===== src/rtl/settings_bus_sequencer_pkg.sv =====
// ============================================================================
// Module      : settings_seq_pkg
// Description : Shared state encoding and constants for the settings-bus
//               sequencer.
// Revision    : 1.0 - initial release
// ============================================================================
`default_nettype none

package settings_seq_pkg;

  typedef enum logic [1:0] {
    ST_IDLE   = 2'd0,
    ST_STROBE = 2'd1,
    ST_GAP    = 2'd2
  } seq_state_e;

  localparam int c_min_gap = 1;

endpackage

`default_nettype wire


===== src/rtl/settings_bus_sequencer_fifo.sv =====
// ============================================================================
// Module      : settings_seq_fifo
// Description : Synchronous FIFO with wrap-bit pointers and registered fill.
// Revision    : 1.0 - initial release
// ============================================================================
`default_nettype none

module settings_seq_fifo #(
  parameter int WIDTH = 8,
  parameter int DEPTH = 16,
  localparam int c_aw = $clog2(DEPTH),
  localparam int c_fw = $clog2(DEPTH + 1)
) (
  input  logic             clk,
  input  logic             reset_n,
  input  logic             push,
  input  logic [WIDTH-1:0] wdata,
  input  logic             pop,
  output logic [WIDTH-1:0] rdata,
  output logic             empty,
  output logic [c_fw-1:0]  fill
);

  logic [WIDTH-1:0] r_mem [DEPTH];
  logic [c_aw:0]    r_wr_ptr;
  logic [c_aw:0]    r_rd_ptr;
  logic [c_fw-1:0]  r_fill;
  logic             w_full;
  logic             w_push;
  logic             w_pop;

  // Same index with differing wrap bits means the pointers are a lap apart.
  assign empty  = (r_wr_ptr == r_rd_ptr);
  assign w_full = (r_wr_ptr[c_aw] != r_rd_ptr[c_aw]) &&
                  (r_wr_ptr[c_aw-1:0] == r_rd_ptr[c_aw-1:0]);
  assign w_push = push && !w_full;
  assign w_pop  = pop && !empty;
  assign rdata  = r_mem[r_rd_ptr[c_aw-1:0]];
  assign fill   = r_fill;

  always_ff @(posedge clk) begin
    if (w_push) begin
      r_mem[r_wr_ptr[c_aw-1:0]] <= wdata;
    end
  end

  always_ff @(posedge clk or negedge reset_n) begin
    if (!reset_n) begin
      r_wr_ptr <= '0;
      r_rd_ptr <= '0;
      r_fill   <= '0;
    end else begin
      if (w_push) begin
        r_wr_ptr <= r_wr_ptr + (c_aw + 1)'(1);
      end
      if (w_pop) begin
        r_rd_ptr <= r_rd_ptr + (c_aw + 1)'(1);
      end
      r_fill <= r_fill + c_fw'(w_push) - c_fw'(w_pop);
    end
  end

endmodule

`default_nettype wire


===== src/rtl/settings_bus_sequencer.sv =====
// ============================================================================
// Module      : settings_bus_sequencer
// Description : Buffers settings writes and replays them as one-cycle strobes
//               with an idle gap onto NUM_CH buses. Define
//               SETTINGS_SEQ_CHK_EN to add channel range checking (ch_err).
// Revision    : 1.0 - initial release
// ============================================================================
`default_nettype none

module settings_bus_sequencer
  import settings_seq_pkg::*;
#(
  parameter int AWIDTH = 8,
  parameter int DWIDTH = 32,
  parameter int NUM_CH = 2,
  parameter int DEPTH  = 16,
  parameter int GAP    = 1,
  localparam int CW    = (NUM_CH > 1) ? $clog2(NUM_CH) : 1,
  localparam int c_fw  = $clog2(DEPTH + 1)
) (
  input  logic              clk,
  input  logic              reset_n,
  input  logic              in_valid,
  output logic              in_ready,
  input  logic [CW-1:0]     in_ch,
  input  logic [AWIDTH-1:0] in_addr,
  input  logic [DWIDTH-1:0] in_data,
  output logic [NUM_CH-1:0] set_stb,
  output logic [AWIDTH-1:0] set_addr,
  output logic [DWIDTH-1:0] set_data,
  output logic              busy,
  output logic [c_fw-1:0]   fill
`ifdef SETTINGS_SEQ_CHK_EN
  ,
  output logic              ch_err
`endif
);

  typedef struct packed {
    logic [CW-1:0]     ch;
    logic [AWIDTH-1:0] addr;
    logic [DWIDTH-1:0] data;
  } entry_t;

  localparam int c_gap_eff = (GAP < c_min_gap) ? c_min_gap : GAP;
  localparam int c_gw      = (c_gap_eff > 1) ? $clog2(c_gap_eff) : 1;
  localparam logic [c_gw-1:0] c_gap_load = c_gw'(c_gap_eff - 1);

  seq_state_e        r_state;
  logic [c_gw-1:0]   r_gap_cnt;
  logic [NUM_CH-1:0] r_stb;
  logic [AWIDTH-1:0] r_addr;
  logic [DWIDTH-1:0] r_data;
  logic              r_busy;
  logic              r_ready;

  entry_t            w_in_entry;
  entry_t            w_head;
  logic              w_push;
  logic              w_pop;
  logic              w_empty;
  logic              w_ch_bad;
  logic [c_fw-1:0]   w_fill;
  logic [c_fw-1:0]   w_fill_next;
  logic [NUM_CH-1:0] w_stb_one;

  assign w_in_entry = '{ch: in_ch, addr: in_addr, data: in_data};

  settings_seq_fifo #(
    .WIDTH ($bits(entry_t)),
    .DEPTH (DEPTH)
  ) u_fifo (
    .clk     (clk),
    .reset_n (reset_n),
    .push    (w_push),
    .wdata   (w_in_entry),
    .pop     (w_pop),
    .rdata   (w_head),
    .empty   (w_empty),
    .fill    (w_fill)
  );

  // The last GAP cycle pops directly so back-to-back strobes stay GAP+1 apart.
  assign w_push      = in_valid && r_ready;
  assign w_pop       = !w_empty &&
                       ((r_state == ST_IDLE) || ((r_state == ST_GAP) && (r_gap_cnt == '0)));
  assign w_fill_next = w_fill + c_fw'(w_push) - c_fw'(w_pop);
  assign w_stb_one   = NUM_CH'(1) << w_head.ch;

`ifdef SETTINGS_SEQ_CHK_EN
  logic r_ch_err;

  assign w_ch_bad = ({1'b0, w_head.ch} >= (CW + 1)'(NUM_CH));
  assign ch_err   = r_ch_err;

  always_ff @(posedge clk or negedge reset_n) begin
    if (!reset_n) begin
      r_ch_err <= 1'b0;
    end else if (w_pop && w_ch_bad) begin
      r_ch_err <= 1'b1;
    end
  end
`else
  assign w_ch_bad = 1'b0;
`endif

  always_ff @(posedge clk or negedge reset_n) begin
    if (!reset_n) begin
      r_state   <= ST_IDLE;
      r_gap_cnt <= '0;
      r_stb     <= '0;
      r_addr    <= '0;
      r_data    <= '0;
      r_busy    <= 1'b0;
      r_ready   <= 1'b0;
    end else begin
      r_ready <= (w_fill_next != c_fw'(DEPTH));
      r_busy  <= 1'b1;
      case (r_state)
        ST_IDLE, ST_GAP: begin
          if ((r_state == ST_GAP) && (r_gap_cnt != '0)) begin
            r_gap_cnt <= r_gap_cnt - c_gw'(1);
          end else if (w_pop) begin
            r_stb   <= w_ch_bad ? '0 : w_stb_one;
            r_addr  <= w_ch_bad ? '0 : w_head.addr;
            r_data  <= w_ch_bad ? '0 : w_head.data;
            r_state <= ST_STROBE;
          end else begin
            r_state <= ST_IDLE;
            r_busy  <= (w_fill_next != '0);
          end
        end
        ST_STROBE: begin
          r_stb     <= '0;
          r_addr    <= '0;
          r_data    <= '0;
          r_gap_cnt <= c_gap_load;
          r_state   <= ST_GAP;
        end
        default: begin
          r_state <= ST_IDLE;
        end
      endcase
    end
  end

  assign set_stb  = r_stb;
  assign set_addr = r_addr;
  assign set_data = r_data;
  assign busy     = r_busy;
  assign in_ready = r_ready;
  assign fill     = w_fill;

endmodule

`default_nettype wire

===== config.mk =====
export PLATFORM = sky130hd
export DESIGN_NAME = settings_bus_sequencer
export DESIGN_NICKNAME = d
export VERILOG_FILES = /design/src/rtl/settings_bus_sequencer_pkg.sv /design/src/rtl/settings_bus_sequencer_fifo.sv /design/src/rtl/settings_bus_sequencer.sv
export SDC_FILE = /design/constraint.sdc
export NUM_CORES = 1
export LEC_CHECK = 0
export ABC_AREA = 1
export BUFFER_PORTS_ARGS = -buffer_cell sky130_fd_sc_hd__buf_2
export CELL_PAD_IN_SITES_DETAIL_PLACEMENT = 0
export CELL_PAD_IN_SITES_GLOBAL_PLACEMENT = 1
export CORE_MARGIN = 2
export CORE_UTILIZATION = 54
export CTS_CLUSTER_DIAMETER = 80
export DETAILED_ROUTE_END_ITERATION = 6
export PLACE_DENSITY_LB_ADDON = 0.08
export SKIP_LAST_GASP = 1
export SYNTH_ARGS = -nofsm -noshare
export SYNTH_HDL_FRONTEND = slang
export SYNTH_HIERARCHICAL = 1
export SYNTH_SLANG_ARGS = --single-unit

===== constraint.sdc =====
create_clock -name clk -period 9.4 [get_ports clk]
set_input_delay 0.47 -clock clk [delete_from_list [all_inputs] [get_ports clk]]
set_output_delay 0.47 -clock clk [all_outputs]
set_load 0.02 [all_outputs]

# Word-level counts from Yosys, hierarchy flattened
# Memories as Yosys holds them, arrays and structs flattened.
# Index checks and enable logic that the tools add are counted.
[classes] addsub=7 bitwise=1 shift=1 n_eq_ne=9 n_reduce_logical=16 muxes=19
[op_table] operator="$mux 32" count=2
[op_table] operator="$pmux 32 s2" count=1
[op_table] operator="$mux 8" count=2
[op_table] operator="$pmux 8 s2" count=1
[op_table] operator="$add 5x1->5" count=2
[op_table] operator="$add 5x1->5 const B" count=2
[op_table] operator="$sub 5x1->5" count=2
[op_table] operator="$pmux 2 s2" count=2
[op_table] operator="$logic_and 1x1->1" count=7
[op_table] operator="$mux 1" count=7
[op_table] operator="$mux 2" count=3
[op_table] operator="$eq 5x5->1" count=1
[op_table] operator="$ne 5x5->1 const B" count=1
[op_table] operator="$reduce_bool 5->1" count=1
[op_table] operator="$eq 4x4->1" count=1
[op_table] operator="$ne 2x2->1 const B" count=2
[op_table] operator="$reduce_and 3->1" count=1
[op_table] operator="$eq 2x1->1 const B" count=1
[op_table] operator="$eq 2x2->1 const B" count=1
[op_table] operator="$logic_not 1->1" count=2
[op_table] operator="$logic_not 2->1" count=1
[op_table] operator="$ne 2x1->1 const B" count=1
[op_table] operator="$pmux 1 s2" count=1
[op_table] operator="$reduce_and 2->1" count=1
[op_table] operator="other kinds (7)" count=7
[word_totals] elab_cells=64 register_bits=62 mem_bits_rw=656 out_inout_bits=49 input_bits=44 memories=1
[memory_table] memory="u_fifo.r_mem" words=16 width=41 read_ports=1 rd_clocked_by_memory_dff=0 wr=1 line="settings_bus_sequencer_fifo.sv:24" rtl="logic [WIDTH-1:0] r_mem [DEPTH];"

# Logic depth before layout (Yosys ltp)
[logic_depth] ltp_word=9 depth_mapped=20 depth_no_buf=18

# Cells and area by module
# The synthesis kept the hierarchy.
[modules_own_cells] mod="settings_seq_fifo" instances=1 cells_per_inst=2374 area_each_um2=27417.5 seq_area_each_um2=20074.3
[modules_own_cells] mod="settings_bus_sequencer" instances=1 cells_per_inst=240 area_each_um2=2150.8 seq_area_each_um2=1176.1

# Worst setup path after synthesis
# No wires, ideal clock.
[synth_path] kind="register -> register" from="register u_fifo.r_rd_ptr[0]" to="memory u_fifo/r_mem[11][0] in the netlist's numbering (enable)" setup_time_ps=439 slack_ps=6135 t_arrival_ps=2826 period_less_slack_ps=3265 n_path_buf=2 required_ps=8961 stages_incl_launch_ff=10 path_cell_list="dfrtp_1 > buf_6 > inv_4 > buf_6 > nand2_1 > nand2_1 > nor2_4 > nand3_4 > nand2_1 > nor2_1"
[synth_via] elab_chain_cells=6
[synth_lines] item="start: declaration" line="settings_bus_sequencer_fifo.sv:26" rtl="logic [c_aw:0] r_rd_ptr;"
[synth_lines] item="start signal: assignment" line="settings_bus_sequencer_fifo.sv:57" rtl="r_rd_ptr <= r_rd_ptr + (c_aw + 1)'(1);"
[synth_lines] item="$eq 4x4->1" line="settings_bus_sequencer_fifo.sv:35" rtl="(r_wr_ptr[c_aw-1:0] == r_rd_ptr[c_aw-1:0]);"
[synth_lines] item="$logic_and 1x1->1" line="settings_bus_sequencer_fifo.sv:34" rtl="assign w_full = (r_wr_ptr[c_aw] != r_rd_ptr[c_aw]) &&"
[synth_lines] item="$logic_not 1->1" line="settings_bus_sequencer_fifo.sv:36" rtl="assign w_push = push && !w_full;"
[synth_lines] item="$logic_and 1x1->1" line="settings_bus_sequencer_fifo.sv:36"
[synth_lines] item="$mux 1" line="settings_bus_sequencer_fifo.sv:42" rtl="if (w_push) begin"
[synth_lines] item="$mux 1 (implied by the code)" line="settings_bus_sequencer_fifo.sv:43" rtl="r_mem[r_wr_ptr[c_aw-1:0]] <= wdata;"
[synth_lines] item="end: declaration" line="settings_bus_sequencer_fifo.sv:24"
# Every way passes these cells.

# Worst setup path after layout
[layout_path] from="register u_fifo.r_rd_ptr[1]" to="register r_busy, in the netlist busy"
[layout_via] elab_chain_cells=8
[layout_lines] item="$eq 5x5->1 *" line="settings_bus_sequencer_fifo.sv:33" rtl="assign empty = (r_wr_ptr == r_rd_ptr);"
[layout_lines] item="via w_empty" line="settings_bus_sequencer.sv:61" rtl="logic w_empty;"
[layout_lines] item="$logic_not 1->1 *" line="settings_bus_sequencer.sv:85" rtl="assign w_pop = !w_empty &&"
[layout_lines] item="$logic_and 1x1->1 *" line="settings_bus_sequencer.sv:85"
[layout_lines] item="via w_pop" line="settings_bus_sequencer.sv:60" rtl="logic w_pop;"
[layout_lines] item="$sub 5x1->5" line="settings_bus_sequencer.sv:87" rtl="assign w_fill_next = w_fill + c_fw'(w_push) - c_fw'(w_pop);"
[layout_lines] item="$reduce_bool 5->1" line="settings_bus_sequencer.sv:130" rtl="r_busy <= (w_fill_next != '0);"
[layout_lines] item="$mux 1 *" line="settings_bus_sequencer.sv:123" rtl="end else if (w_pop) begin"
[layout_lines] item="$mux 1 *" line="settings_bus_sequencer.sv:121" rtl="if ((r_state == ST_GAP) && (r_gap_cnt != '0)) begin"
[layout_lines] item="$mux 1 *" line="settings_bus_sequencer.sv:119" rtl="case (r_state)"
[layout_lines] item="end signal: assignment" line="settings_bus_sequencer.sv:130"
[layout_lines] item="end: declaration" line="settings_bus_sequencer.sv:54" rtl="logic r_busy;"
# The timed path passes the listed nets; every way through them passes the cells marked *.
# A chain may end at the register's enable or synchronous reset.

==> out/metrics.cfg <==
[synth]
synth.top_cells.by_count = nand2_1, edfxtp_1, nor2_1, o21ai_0, nand3_1
ys_warn_count = 6
synth_flop_cell = edfxtp_1
synth_top_family_by_area = simple AND/OR/NAND/NOR gates
synth_top_area_cell = edfxtp_1
synth-compound-area-share_pct = 5.78
synth_area_sq_mm = 0.0296
synth_fa_ha_area_share_pct = 0.728
async_flop_share_pct = 8.64
avgSynthCellArea_sq_um = 11.3
synth_xor_area_share_pct = 0.326
synthCells = 2614
synth_edf_count = 656
ys_seq_area_share_pct = 71.9
yosysMostFrequentCell = nand2_1
syn_nets = 2674
ys_ff_latch = 718
synth_area_leaders = edfxtp_1, nand2_1, nor2_1, dfrtp_1, o21ai_0
synth-simple-area-share_pct = 17.6
ys_types = 32
synth_top_area_share_pct = 66.6
synthMuxAreaShare_pct = 0

[detailed_routing]
viasPerCell = 5.52
met2WireLength_um = 34600
via_count = 18917
highest_layer = met5
wl_um = 71800
wl_per_cell_um = 20.9
drc_errors = 0
dr_wl_met3_um = 4050
first_pass_iters = 5
drtIter0Drc = 1609
antenna_left = 0
wl_met1_um = 31500

[layout]
syn_to_final_growth_pct = 11.1
num-nets-final = 2734
antenna_cells = 0
drive_above_1_share_pct = 10.3
register_area_sq_mm = 0.0213
multi_input_area_sq_mm = 0.00734
design_area_sq_mm = 0.0328
fillers = 4313

[power]
ir_drop_v = 0.000195
cellPowerDensity_mw_per_mm2 = 319
leakage_nw = 12.3

[place]
place_hpwl_um = 34300
gp_congestion = 0.763
port_buffers = 92
placed_cell_area_sq_mm = 0.0305

[hold_path]
hp-class = input port to async pin

[critical_path]
critical_path_class = flop to flop
cp-end-kind = flop
startpoint_type = flop
crit_path_max_fanout = 76
arrival_ps = 4740
required_ps = 9870

[run]
cap_violations = 0

[cts]
postCtsHoldBufs = 0
clkSlewWorstSetupHoldPaths_ps = 60
clockBufferDepth = 3
cts_setup_buffers = 0
cts_tree = done
h-tree-depth = 3
cts_resized = 0
numCtsBuffers = 76
clk_latency_ps = 620
cts_sinks = 718
cts-root-buf = clkbuf_16

[global_routing]
grt_antenna_before_repair = 2
grt_max_degree = 162
grt_pass1_wl_um = 109000
grt_pass1_vias = 18135
track_usage_pct = 25.8
overflow = 0

[floorplanning]
row_count = 85
core_area_sq_mm = 0.0540
die_w_um = 238
ios = 93
initial_core_util_pct = 54.7
die_y_um = 238
die_area_sq_mm = 0.0566

[sta]
finalCriticalPeriod_ps = 4270
rsz0062_at_grt = no
setup_violations = 0
finalHoldViolCount = 0
tightestPinTransition_ps = 1220
min_period_over_period_pct = 45.4
timing.setup.tns_ps = 0
fin_skew_ps = 21.1
maxSlewViolCount = 0
relSlewSlack_pct = 18.7
fmax_ghz = 0.234

[outcome]
outcome = complete, no violations

[worst max-delay path: stages, from the launching register on]
cell     delay, ps
dfrtp_4       1080
inv_4          590
nand2_1        180
nand2_1        100
nor2_4         130
nand3_2        170
inv_1          100
inv_1           60
nand3_2        100
inv_1          130
nand2_1        160
nand2_1         70
ha_1           210
fa_1           440
or2_2          300
nor2_1         150
nand4_1        110
[final timing paths]
path                       cells after the start                      startpoint                              to  slack (ps)
max                                           16  u_fifo/r_rd_ptr[1]$_DFFE_PN0P_                  busy$_DFF_PN0_        5130
max in group asynchronous                      1                         reset_n  u_fifo/r_rd_ptr[0]$_DFFE_PN0P_        8630
min                                            1                         reset_n        u_fifo/fill[4]$_DFF_PN0_          40
min in group clk                               1                     in_data[31]  u_fifo/r_mem[13][31]$_DFFE_PP_         230
min reg2reg                                    2         set_data[2]$_DFFE_PN0P_         set_data[2]$_DFFE_PN0P_         480
max reg2reg                                   16  u_fifo/r_rd_ptr[1]$_DFFE_PN0P_                  busy$_DFF_PN0_        5130
[power by group]
part / leakage [nW] / internal [mW] / total (mW) / switching [mW]
Combinational: 4.49 / 1.01 / 3.48 / 2.47
Clock: 1.16 / 1.66 / 2.85 / 1.18
Sequential: 6.69 / 3.92 / 4.16 / 0.246
Total: 12.3 / 6.60 / 10.5 / 3.90
[cell families after synthesis]
logic type	after synthesis
flip-flops	718
adder cells (fa/ha/maj)	16
AO/OA/AOI/OAI	333
XOR/XNOR	11
buffers and inverters	223
AND/OR/NAND/NOR	1313
[state kept, by name (all words and copies together) (netlist names)]
| signal | flops |
|---|---|
| u_fifo/r_mem | 656 |
| set_data | 32 |
| set_addr | 8 |
| u_fifo/fill | 5 |
| u_fifo/r_rd_ptr | 5 |
| u_fifo/r_wr_ptr | 5 |
| r_state | 2 |
| set_stb | 2 |
| busy | 1 |
| in_ready | 1 |
| r_gap_cnt | 1 |
[metrics by stage]
| step | std cells | hold slack (ps) | utilization, % | worst slack (ps) | power, mW |
|---|---|---|---|---|---|
| after floorplan | 2614 | 174 | - | 6130 | 6.74 |
| after global placement | 3292 | 463 | 56.4 | 5190 | 7.66 |
| after detailed placement | 3292 | 469 | 56.4 | 5160 | 7.71 |
| after CTS | 3428 | 68.7 | 60.8 | 5140 | 10.6 |
| after global routing | 3428 | 101 | 60.8 | 4740 | 11.2 |
| final | 3428 | 40.3 | 60.8 | 5130 | 10.5 |
[layout make-up]
type                            instances  share of cell area, %
Multi-Input combinational cell       1673                   22.4
Inverter                               79                  0.933
Timing Repair Buffer                  126                   2.19
Clock buffer                          107                   6.52
Clock inverter                         29                  0.632
Tap cell                              696                   2.65
Sequential cell                       718                   64.7
[placed cells by master, fill, tap and decap left out, types with 3 or more instances in the layout]
| master | Yosys | layout |
|---|---|---|
| bufinv_16 | 0 | 3 |
| nor2_4 | 1 | 18 |
| xnor2_1 | 4 | 4 |
| nand4_1 | 3 | 3 |
| nor2_1 | 464 | 456 |
| ha_1 | 14 | 14 |
| o21ai_0 | 220 | 220 |
| clkbuf_8 | 0 | 6 |
| edfxtp_1 | 656 | 656 |
| dfrtp_1 | 62 | 59 |
| clkbuf_16 | 0 | 79 |
| clkbuf_1 | 48 | 22 |
| nand2_2 | 11 | 12 |
| o21ai_1 | 99 | 99 |
| a21oi_1 | 3 | 3 |
| clkinv_2 | 0 | 12 |
| buf_2 | 49 | 91 |
| o21ai_2 | 11 | 10 |
| inv_1 | 66 | 66 |
| xor2_1 | 7 | 7 |
| buf_4 | 16 | 35 |
| nand2_1 | 677 | 676 |
| inv_2 | 4 | 4 |
| nand3_1 | 142 | 142 |
| clkinv_1 | 8 | 20 |
[routing by layer]
layer / vias to the layer above / global-route usage (%)
li1: 8996 / -
met1: 9251 / 35.7
met2: 551 / 42.9
met3: 115 / 3.54
met4: 4 / 8.03
met5: - / 0
Power figures use the tool's default switching activity.
